===== config.mk =====
export PLATFORM = sky130hd
export DESIGN_NAME = pc_sequencer
export DESIGN_NICKNAME = d
export VERILOG_FILES = /design/src/rtl/pc_pkg.sv /design/src/rtl/pc_sequencer_branch_cond.sv /design/src/rtl/pc_sequencer.sv
export SDC_FILE = /design/constraint.sdc
export NUM_CORES = 1
export LEC_CHECK = 0
export CAP_MARGIN = 20
export CORE_MARGIN = 3
export CORE_UTILIZATION = 55
export DETAILED_ROUTE_END_ITERATION = 7
export DONT_BUFFER_PORTS = 1
export GPL_ROUTABILITY_DRIVEN = 0
export MAX_ROUTING_LAYER = met4
export PLACE_DENSITY = 0.7
export SYNTH_ARGS = -nofsm -noshare
export SYNTH_HDL_FRONTEND = slang
export SYNTH_SLANG_ARGS = --single-unit

===== constraint.sdc =====
create_clock -name clk -period 3.7 [get_ports clk]
set_input_delay 0.555 -clock clk [delete_from_list [all_inputs] [get_ports clk]]
set_output_delay 0.555 -clock clk [all_outputs]
set_load 0.02 [all_outputs]

===== src/rtl/pc_pkg.sv =====
// Shared types and constants for the PC sequencer: instruction classes,
// branch funct3 encodings, trap cause codes, FSM states and flag positions.
package pc_pkg;

  localparam int unsigned TYPE_W  = 4;
  localparam int unsigned FUN3_W  = 3;
  localparam int unsigned FLAG_W  = 4;
  localparam int unsigned CAUSE_W = 4;

  typedef enum logic [TYPE_W-1:0] {
    IT_LOAD   = 4'd0,
    IT_IMM    = 4'd1,
    IT_STORE  = 4'd2,
    IT_REG    = 4'd3,
    IT_LUI    = 4'd4,
    IT_AUIPC  = 4'd5,
    IT_BRANCH = 4'd6,
    IT_JALR   = 4'd7,
    IT_JAL    = 4'd8
  } inst_type_e;

  localparam logic [FUN3_W-1:0] F3_BEQ  = 3'b000;
  localparam logic [FUN3_W-1:0] F3_BNE  = 3'b001;
  localparam logic [FUN3_W-1:0] F3_BLT  = 3'b100;
  localparam logic [FUN3_W-1:0] F3_BGE  = 3'b101;
  localparam logic [FUN3_W-1:0] F3_BLTU = 3'b110;
  localparam logic [FUN3_W-1:0] F3_BGEU = 3'b111;

  localparam logic [CAUSE_W-1:0] CAUSE_MISALIGN = 4'd0;
  localparam logic [CAUSE_W-1:0] CAUSE_ILLEGAL  = 4'd2;
  localparam logic [CAUSE_W-1:0] CAUSE_EXT      = 4'd11;

  typedef enum logic {
    S_RUN  = 1'b0,
    S_TRAP = 1'b1
  } state_e;

  // Bit positions inside zcnv_flags (flags of rs1 - rs2).
  localparam int unsigned FLAG_Z = 3;
  localparam int unsigned FLAG_C = 2;
  localparam int unsigned FLAG_N = 1;
  localparam int unsigned FLAG_V = 0;

  function automatic logic is_legal_type(input logic [TYPE_W-1:0] t);
    return t <= TYPE_W'(IT_JAL);
  endfunction

endpackage


===== src/rtl/pc_sequencer_branch_cond.sv =====
// Branch condition evaluation from funct3 and the ZCNV flags of rs1 - rs2.
module branch_cond
  import pc_pkg::*;
(
  input  logic [FUN3_W-1:0] fun3_i,
  input  logic [FLAG_W-1:0] zcnv_flags_i,
  output logic              taken_c_o
);

  logic z, c, n, v;

  assign z = zcnv_flags_i[FLAG_Z];
  assign c = zcnv_flags_i[FLAG_C];
  assign n = zcnv_flags_i[FLAG_N];
  assign v = zcnv_flags_i[FLAG_V];

  // Encodings 010 and 011 are reserved and never take the branch.
  always_comb begin
    taken_c_o = 1'b0;
    case (fun3_i)
      F3_BEQ:  taken_c_o = z;
      F3_BNE:  taken_c_o = !z;
      F3_BLT:  taken_c_o = n ^ v;
      F3_BGE:  taken_c_o = !(n ^ v);
      F3_BLTU: taken_c_o = !c;
      F3_BGEU: taken_c_o = c;
      default: taken_c_o = 1'b0;
    endcase
  end

endmodule


===== src/rtl/pc_sequencer.sv =====
// Architectural PC holder: next-PC selection, stall, trap entry with EPC,
// mret return and retired-instruction counting.
module pc_sequencer
  import pc_pkg::*;
#(
  parameter int unsigned     XLEN         = 32,
  parameter logic [XLEN-1:0] RESET_VECTOR = '0,
  parameter int unsigned     IALIGN       = 32,
  parameter int unsigned     CNT_W        = 32
) (
  input  logic                clk,
  input  logic                rst,
  input  logic [TYPE_W-1:0]   inst_type,
  input  logic [FUN3_W-1:0]   fun3,
  input  logic [XLEN-1:0]     imm,
  input  logic [XLEN-1:0]     r,
  input  logic [FLAG_W-1:0]   zcnv_flags,
  input  logic                stall,
  input  logic                trap_req,
  input  logic                mret,
  input  logic [XLEN-1:0]     trap_vec,
  output logic [XLEN-1:0]     pc,
  output logic                pc_valid,
  output logic [XLEN-1:0]     epc,
  output logic [CAUSE_W-1:0]  cause,
  output logic [CNT_W-1:0]    retire_cnt
);

  state_e              state_q, state_d;
  logic [XLEN-1:0]     pc_q, pc_d;
  logic                pc_valid_q, pc_valid_d;
  logic [XLEN-1:0]     epc_q, epc_d;
  logic [CAUSE_W-1:0]  cause_q, cause_d;
  logic [CNT_W-1:0]    retire_cnt_q, retire_cnt_d;

  logic                taken_c;
  logic [XLEN-1:0]     seq_pc_c;
  logic [XLEN-1:0]     rel_pc_c;
  logic [XLEN-1:0]     jalr_pc_c;
  logic [XLEN-1:0]     target_c;
  logic                redirect_c;
  logic                misalign_c;
  logic                illegal_c;
  logic                instr_trap_c;

  branch_cond u_branch_cond (
    .fun3_i       (fun3),
    .zcnv_flags_i (zcnv_flags),
    .taken_c_o    (taken_c)
  );

  // Target selection; only redirects are alignment-checked since pc+4 stays aligned.
  always_comb begin
    seq_pc_c   = pc_q + XLEN'(4);
    rel_pc_c   = pc_q + imm;
    jalr_pc_c  = (r + imm) & ~XLEN'(1);
    target_c   = seq_pc_c;
    redirect_c = 1'b0;
    case (inst_type)
      IT_BRANCH: begin
        if (taken_c) begin
          target_c   = rel_pc_c;
          redirect_c = 1'b1;
        end
      end
      IT_JALR: begin
        target_c   = jalr_pc_c;
        redirect_c = 1'b1;
      end
      IT_JAL: begin
        target_c   = rel_pc_c;
        redirect_c = 1'b1;
      end
      default: begin
        target_c   = seq_pc_c;
        redirect_c = 1'b0;
      end
    endcase
    misalign_c   = redirect_c && ((IALIGN == 16) ? target_c[0] : (|target_c[1:0]));
    illegal_c    = !is_legal_type(inst_type);
    instr_trap_c = illegal_c || misalign_c;
  end

  // State and datapath registers.
  always_ff @(posedge clk) begin
    if (rst) begin
      state_q      <= S_RUN;
      pc_q         <= RESET_VECTOR;
      pc_valid_q   <= 1'b1;
      epc_q        <= '0;
      cause_q      <= CAUSE_MISALIGN;
      retire_cnt_q <= '0;
    end else begin
      state_q      <= state_d;
      pc_q         <= pc_d;
      pc_valid_q   <= pc_valid_d;
      epc_q        <= epc_d;
      cause_q      <= cause_d;
      retire_cnt_q <= retire_cnt_d;
    end
  end

  // Next state: trap entry from S_RUN, unconditional single-cycle S_TRAP.
  always_comb begin
    state_d = state_q;
    case (state_q)
      S_RUN: begin
        if (trap_req) begin
          state_d = S_TRAP;
        end else if (!mret && !stall && instr_trap_c) begin
          state_d = S_TRAP;
        end
      end
      S_TRAP:  state_d = S_RUN;
      default: state_d = S_RUN;
    endcase
  end

  // Register updates; priority in S_RUN is trap_req > mret > stall > instruction.
  always_comb begin
    pc_d         = pc_q;
    pc_valid_d   = pc_valid_q;
    epc_d        = epc_q;
    cause_d      = cause_q;
    retire_cnt_d = retire_cnt_q;
    case (state_q)
      S_RUN: begin
        if (trap_req) begin
          epc_d      = pc_q;
          cause_d    = CAUSE_EXT;
          pc_d       = trap_vec;
          pc_valid_d = 1'b0;
        end else if (mret) begin
          pc_d         = epc_q;
          retire_cnt_d = retire_cnt_q + CNT_W'(1);
        end else if (stall) begin
          pc_d = pc_q;
        end else if (instr_trap_c) begin
          epc_d      = pc_q;
          cause_d    = illegal_c ? CAUSE_ILLEGAL : CAUSE_MISALIGN;
          pc_d       = trap_vec;
          pc_valid_d = 1'b0;
        end else begin
          pc_d         = target_c;
          retire_cnt_d = retire_cnt_q + CNT_W'(1);
        end
      end
      S_TRAP: begin
        pc_valid_d = 1'b1;
      end
      default: begin
        pc_valid_d = 1'b1;
      end
    endcase
  end

  assign pc         = pc_q;
  assign pc_valid   = pc_valid_q;
  assign epc        = epc_q;
  assign cause      = cause_q;
  assign retire_cnt = retire_cnt_q;

endmodule

==> flow_summary.html <==
<table>
<tr><th>Metric</th><th>Value</th></tr>
<tr><th colspan="2">Run status</th></tr>
<tr><td>Run status</td><td>completed</td></tr>
<tr><th colspan="2">Yosys</th></tr>
<tr><td>Post-synthesis instance area</td><td>9301 µm²</td></tr>
<tr><td>Synth Instances</td><td>1207</td></tr>
<tr><td>Post-synthesis cell type count</td><td>86</td></tr>
<tr><td>Nets in the synthesized netlist</td><td>1384</td></tr>
<tr><td>Warnings from Yosys</td><td>0</td></tr>
<tr><td>Most used flip-flop cell after synthesis</td><td>sky130_fd_sc_hd__dfxtp_1</td></tr>
<tr><td>Fraction of synthesized cell area taken by the top area cell type</td><td>0.2152</td></tr>
<tr><td>Leading post-synthesis cells by cell area</td><td>sky130_fd_sc_hd__dfxtp_1, sky130_fd_sc_hd__ha_1, sky130_fd_sc_hd__a21oi_1</td></tr>
<tr><td>Flip-flop and latch count after synthesis</td><td>100</td></tr>
<tr><td>Avg Inst Size Synth</td><td>7.706 µm²</td></tr>
<tr><td>Cell taking the most area after synthesis</td><td>sky130_fd_sc_hd__dfxtp_1</td></tr>
<tr><td>Post-synth ARST share</td><td>0</td></tr>
<tr><td>Number of enable flip-flop cells after synthesis</td><td>0</td></tr>
<tr><td>Sequential cell area fraction in the yosys report</td><td>0.2152</td></tr>
<tr><th colspan="2">Cells and area</th></tr>
<tr><td>Number of non-filler instances in the completed layout</td><td>1419</td></tr>
<tr><td>Area delta synth-&gt;final</td><td>7.318%</td></tr>
<tr><td>Fraction of layout cells with a size suffix above 1</td><td>0.08229</td></tr>
<tr><td>Final Net Count</td><td>1375</td></tr>
<tr><td>Ant. Diodes</td><td>0</td></tr>
<tr><th colspan="2">Floorplan</th></tr>
<tr><td>Row cnt</td><td>46</td></tr>
<tr><td>Core outline area</td><td>16230 µm²</td></tr>
<tr><td>IO Pins</td><td>213</td></tr>
<tr><td>Die area</td><td>18510 µm²</td></tr>
<tr><td>Width of the die</td><td>136.0 µm</td></tr>
<tr><td>Initial core utilization</td><td>0.5731</td></tr>
<tr><td>Chip height</td><td>136.0 µm</td></tr>
<tr><th colspan="2">Global route</th></tr>
<tr><td>Maximum number of pins on one net before global-route repair</td><td>69</td></tr>
<tr><td>Grt total ovfl</td><td>0</td></tr>
<tr><td>Via count of the first global-routing pass</td><td>9017</td></tr>
<tr><td>Initial antenna violation count</td><td>0</td></tr>
<tr><td>GRT Overall Usage</td><td>0.3573</td></tr>
<tr><td>Wire length of the first global-routing pass</td><td>50.76 mm</td></tr>
<tr><th colspan="2">Power and ir drop</th></tr>
<tr><td>Net switching fraction of the power</td><td>0.4029</td></tr>
<tr><td>Cell internal power dissipation</td><td>2105 µW</td></tr>
<tr><td>Areal power density over the cells</td><td>353.2 nW/µm²</td></tr>
<tr><td>Leakage</td><td>0.003785 µW</td></tr>
<tr><td>Max IR drop VDD</td><td>240.5 µV</td></tr>
<tr><td>Clk pwr share</td><td>0.293</td></tr>
<tr><td>Relative contribution of sequential cells to total power</td><td>0.355</td></tr>
<tr><td>Logic pwr share</td><td>0.352</td></tr>
<tr><td>Reported net switching power</td><td>1420 µW</td></tr>
<tr><th colspan="2">Clock tree</th></tr>
<tr><td>Hold-fix buffers at CTS</td><td>0</td></tr>
<tr><td>Number of buffers between clock root and the deepest sink</td><td>2</td></tr>
<tr><td>Clock sink count</td><td>100</td></tr>
<tr><td>TritonCTS clock tree</td><td>yes</td></tr>
<tr><td>Later-pin clock latency in the skew report</td><td>0.37 ns</td></tr>
<tr><td>H-Tree Level Count</td><td>3</td></tr>
<tr><td>Clock buffer count from CTS</td><td>9</td></tr>
<tr><td>Clk slew on worst S/H paths</td><td>0.09 ns</td></tr>
<tr><td>Buffer count from post-CTS setup fixing</td><td>0</td></tr>
<tr><td>Cell at the root of the clock tree</td><td>sky130_fd_sc_hd__clkbuf_16</td></tr>
<tr><td>Post-cts gate resize count</td><td>0</td></tr>
<tr><th colspan="2">Timing</th></tr>
<tr><td>Final-layout setup total negative slack</td><td>0 ns</td></tr>
<tr><td>Worst Skew</td><td>0.01141 ns</td></tr>
<tr><td>Fmax achieved</td><td>301.4 MHz</td></tr>
<tr><td>Crit path time final</td><td>3.318 ns</td></tr>
<tr><td>Final setup vio count</td><td>0</td></tr>
<tr><td>Transition time at the pin with the least slew margin</td><td>0.7482 ns</td></tr>
<tr><td>Final Hold Vio Count</td><td>0</td></tr>
<tr><td>Setup repair after global routing missed its margin</td><td>false</td></tr>
<tr><td>Min Hold Slack</td><td>0.2428 ns</td></tr>
<tr><td>Final setup margin</td><td>0.3825 ns</td></tr>
<tr><td>Share of the clock period used by the worst path</td><td>0.8966</td></tr>
<tr><td>Slew margin rel.</td><td>0.4941</td></tr>
<tr><td>Number of pins with negative max-slew slack in the final report</td><td>0</td></tr>
<tr><th colspan="2">Routing</th></tr>
<tr><td>DR iter-0 viols</td><td>1168</td></tr>
<tr><td>Total Routed Length</td><td>33.74 mm</td></tr>
<tr><td>Antenna viol nets, final</td><td>0</td></tr>
<tr><td>Number of remaining DRC errors</td><td>0</td></tr>
<tr><td>Total via count after detailed routing</td><td>10080</td></tr>
<tr><td>Vias per inst</td><td>7.104</td></tr>
<tr><td>First-pass detailed-route iteration total</td><td>6</td></tr>
<tr><td>Routed length per instance</td><td>23.78 µm</td></tr>
<tr><th colspan="2">Worst setup path</th></tr>
<tr><td>Data required, critical path</td><td>3.96 ns</td></tr>
<tr><td>Worst Setup End Kind</td><td>flop</td></tr>
<tr><td>Critical path startpoint category</td><td>flop</td></tr>
<tr><td>Crit path max fanout</td><td>7</td></tr>
<tr><td>Crit path DAT</td><td>3.57 ns</td></tr>
<tr><td>Category of the critical setup timing path</td><td>flop to flop</td></tr>
<tr><th colspan="2">Flow run</th></tr>
<tr><td>Max Cap Viol</td><td>0</td></tr>
<tr><th colspan="2">Placed design</th></tr>
<tr><td>Cell total after placement</td><td>1403</td></tr>
<tr><td>Final HPWL DP</td><td>25.67 mm</td></tr>
<tr><td>Port-buffer cells</td><td>0</td></tr>
<tr><td>Pre-CTS setup slack</td><td>0.2288 ns</td></tr>
<tr><th colspan="2">Hold path</th></tr>
<tr><td>Min-Delay Path Class</td><td>primary input to flop</td></tr>
</table>
## kinds of logic after synthesis
group | Yosys count | synth area share
fa+ha+maj | 65 | 0.08905
buf+inv | 107 | 0.04964
compound gates | 446 | 0.3405
xor+xnor | 78 | 0.07506
flops | 100 | 0.2152
other cells | 1 | 0.0004032
simple gates | 401 | 0.2203
mux | 9 | 0.009820
## sequential cells by signal (all words and copies together), names as in the netlist
name	count
state_q	1
epc	32
pc_valid	1
retire_cnt	32
pc	32
cause	2
## per-layer routing
layer / up-vias / global-route usage / part of all wire
li1: 4631 / - / -
met1: 4703 / 0.4691 / 0.41
met2: 659 / 0.5261 / 0.43
met3: 87 / 0.1073 / 0.13
met4: 0 / 0.1159 / 0.029
met5: - / - / 0
## cell usage in the layout, fill, tap and decap left out, types with 7 or more instances in the layout
cell / synthesis / routed
sky130_fd_sc_hd__nand2_1: 85 / 85
sky130_fd_sc_hd__nand3_1: 45 / 45
sky130_fd_sc_hd__nand4_1: 22 / 22
sky130_fd_sc_hd__o21ai_0: 72 / 72
sky130_fd_sc_hd__or2_2: 10 / 10
sky130_fd_sc_hd__a21o_1: 22 / 22
sky130_fd_sc_hd__nand2b_1: 11 / 11
sky130_fd_sc_hd__a31oi_1: 13 / 12
sky130_fd_sc_hd__and2_1: 11 / 11
sky130_fd_sc_hd__clkbuf_16: 0 / 9
sky130_fd_sc_hd__and3_1: 20 / 20
sky130_fd_sc_hd__a21oi_1: 92 / 91
sky130_fd_sc_hd__dfxtp_1: 100 / 100
sky130_fd_sc_hd__o221ai_1: 10 / 10
sky130_fd_sc_hd__o21a_1: 15 / 15
sky130_fd_sc_hd__buf_4: 2 / 53
sky130_fd_sc_hd__and4_1: 13 / 13
sky130_fd_sc_hd__o21bai_1: 10 / 10
sky130_fd_sc_hd__a22o_1: 34 / 34
sky130_fd_sc_hd__a211oi_1: 32 / 32
sky130_fd_sc_hd__xnor2_1: 43 / 43
sky130_fd_sc_hd__xor2_1: 34 / 34
sky130_fd_sc_hd__a211o_1: 8 / 8
sky130_fd_sc_hd__o31ai_1: 12 / 12
sky130_fd_sc_hd__o2111ai_1: 10 / 10
sky130_fd_sc_hd__or3_1: 28 / 28
sky130_fd_sc_hd__mux2i_1: 8 / 8
sky130_fd_sc_hd__nor2_1: 87 / 87
sky130_fd_sc_hd__ha_1: 63 / 63
sky130_fd_sc_hd__a21boi_0: 7 / 7
sky130_fd_sc_hd__o22ai_1: 11 / 11
sky130_fd_sc_hd__inv_1: 32 / 32
sky130_fd_sc_hd__o211ai_1: 14 / 14
sky130_fd_sc_hd__a221oi_1: 17 / 17
sky130_fd_sc_hd__nor4_1: 10 / 10
sky130_fd_sc_hd__nor3_1: 36 / 36
## cell type report
type | count | area, µm²
repair buffers | 54 | 417.9
inverters | 33 | 123.9
fillers | 1538 | 6248
well taps | 216 | 270.3
multi-input cells | 1000 | 6857
clock buffers | 9 | 225.2
flip-flops and latches | 100 | 2002
clock inverters | 7 | 86.33
## Yosys cell counts (7+ instances only)
cell	number
sky130_fd_sc_hd__nand4_1	22
sky130_fd_sc_hd__o21bai_1	10
sky130_fd_sc_hd__or2_2	10
sky130_fd_sc_hd__xnor2_1	43
sky130_fd_sc_hd__ha_1	63
sky130_fd_sc_hd__o211ai_1	14
sky130_fd_sc_hd__a31oi_1	13
sky130_fd_sc_hd__inv_1	32
sky130_fd_sc_hd__a21oi_1	92
sky130_fd_sc_hd__a221oi_1	17
sky130_fd_sc_hd__a22o_1	34
sky130_fd_sc_hd__or3_1	28
sky130_fd_sc_hd__o2111ai_1	10
sky130_fd_sc_hd__mux2i_1	8
sky130_fd_sc_hd__and2_1	11
sky130_fd_sc_hd__nand2b_1	11
sky130_fd_sc_hd__o22ai_1	11
sky130_fd_sc_hd__nor2_1	87
sky130_fd_sc_hd__clkbuf_1	51
sky130_fd_sc_hd__and3_1	20
sky130_fd_sc_hd__nand3_1	45
sky130_fd_sc_hd__a211oi_1	32
sky130_fd_sc_hd__and4_1	13
sky130_fd_sc_hd__o21ai_0	72
sky130_fd_sc_hd__nand2_1	85
sky130_fd_sc_hd__buf_2	12
sky130_fd_sc_hd__o21a_1	15
sky130_fd_sc_hd__dfxtp_1	100
sky130_fd_sc_hd__a21boi_0	7
sky130_fd_sc_hd__a211o_1	8
sky130_fd_sc_hd__xor2_1	34
sky130_fd_sc_hd__nor4_1	10
sky130_fd_sc_hd__nor3_1	36
sky130_fd_sc_hd__a21o_1	22
sky130_fd_sc_hd__o221ai_1	10
sky130_fd_sc_hd__o31ai_1	12
## power by group through the flow
stage / clock network (µW) / logic, µW / registers [µW]
after floorplan: 0 / 852 / 1300
after global placement: 0 / 1180 / 1270
after detailed placement: 0 / 1190 / 1270
after CTS: 1030 / 1200 / 1250
after global routing: 1080 / 1340 / 1260
final: 1030 / 1240 / 1250
## final timing paths
| kind | cells after the start | slack, ns | end | start |
|---|---|---|---|---|
| max | 8 | 0.38 | pc[28] | pc[7] |
| min | 1 | 0.24 | pc[11] | rst |
| max reg2reg | 8 | 0.38 | pc[28] | pc[7] |
| min reg2reg | 2 | 0.60 | retire_cnt[30] | retire_cnt[30] |
## per-stage QoR
step,power (µW),area [µm²],util
6_report,3525,9982,0.6150
5_1_grt,3673,9982,0.6150
4_1_cts,3478,9982,0.6150
3_5_place_dp,2468,9671,0.5958
3_3_place_gp,2455,9671,0.5958
2_1_floorplan,2152,9301,-
## worst max-delay path, cell delays in order (launching register included)
cell                        delay (ns)
sky130_fd_sc_hd__dfxtp_1          0.45
sky130_fd_sc_hd__ha_1             0.31
sky130_fd_sc_hd__a2111oi_0        0.62
sky130_fd_sc_hd__a21oi_1          0.31
sky130_fd_sc_hd__nor3_1           0.47
sky130_fd_sc_hd__nor4_1           0.12
sky130_fd_sc_hd__or3b_2           0.48
sky130_fd_sc_hd__nor3b_1          0.33
sky130_fd_sc_hd__a21oi_1          0.11
No activity file was read; power rests on OpenSTA's default activity.
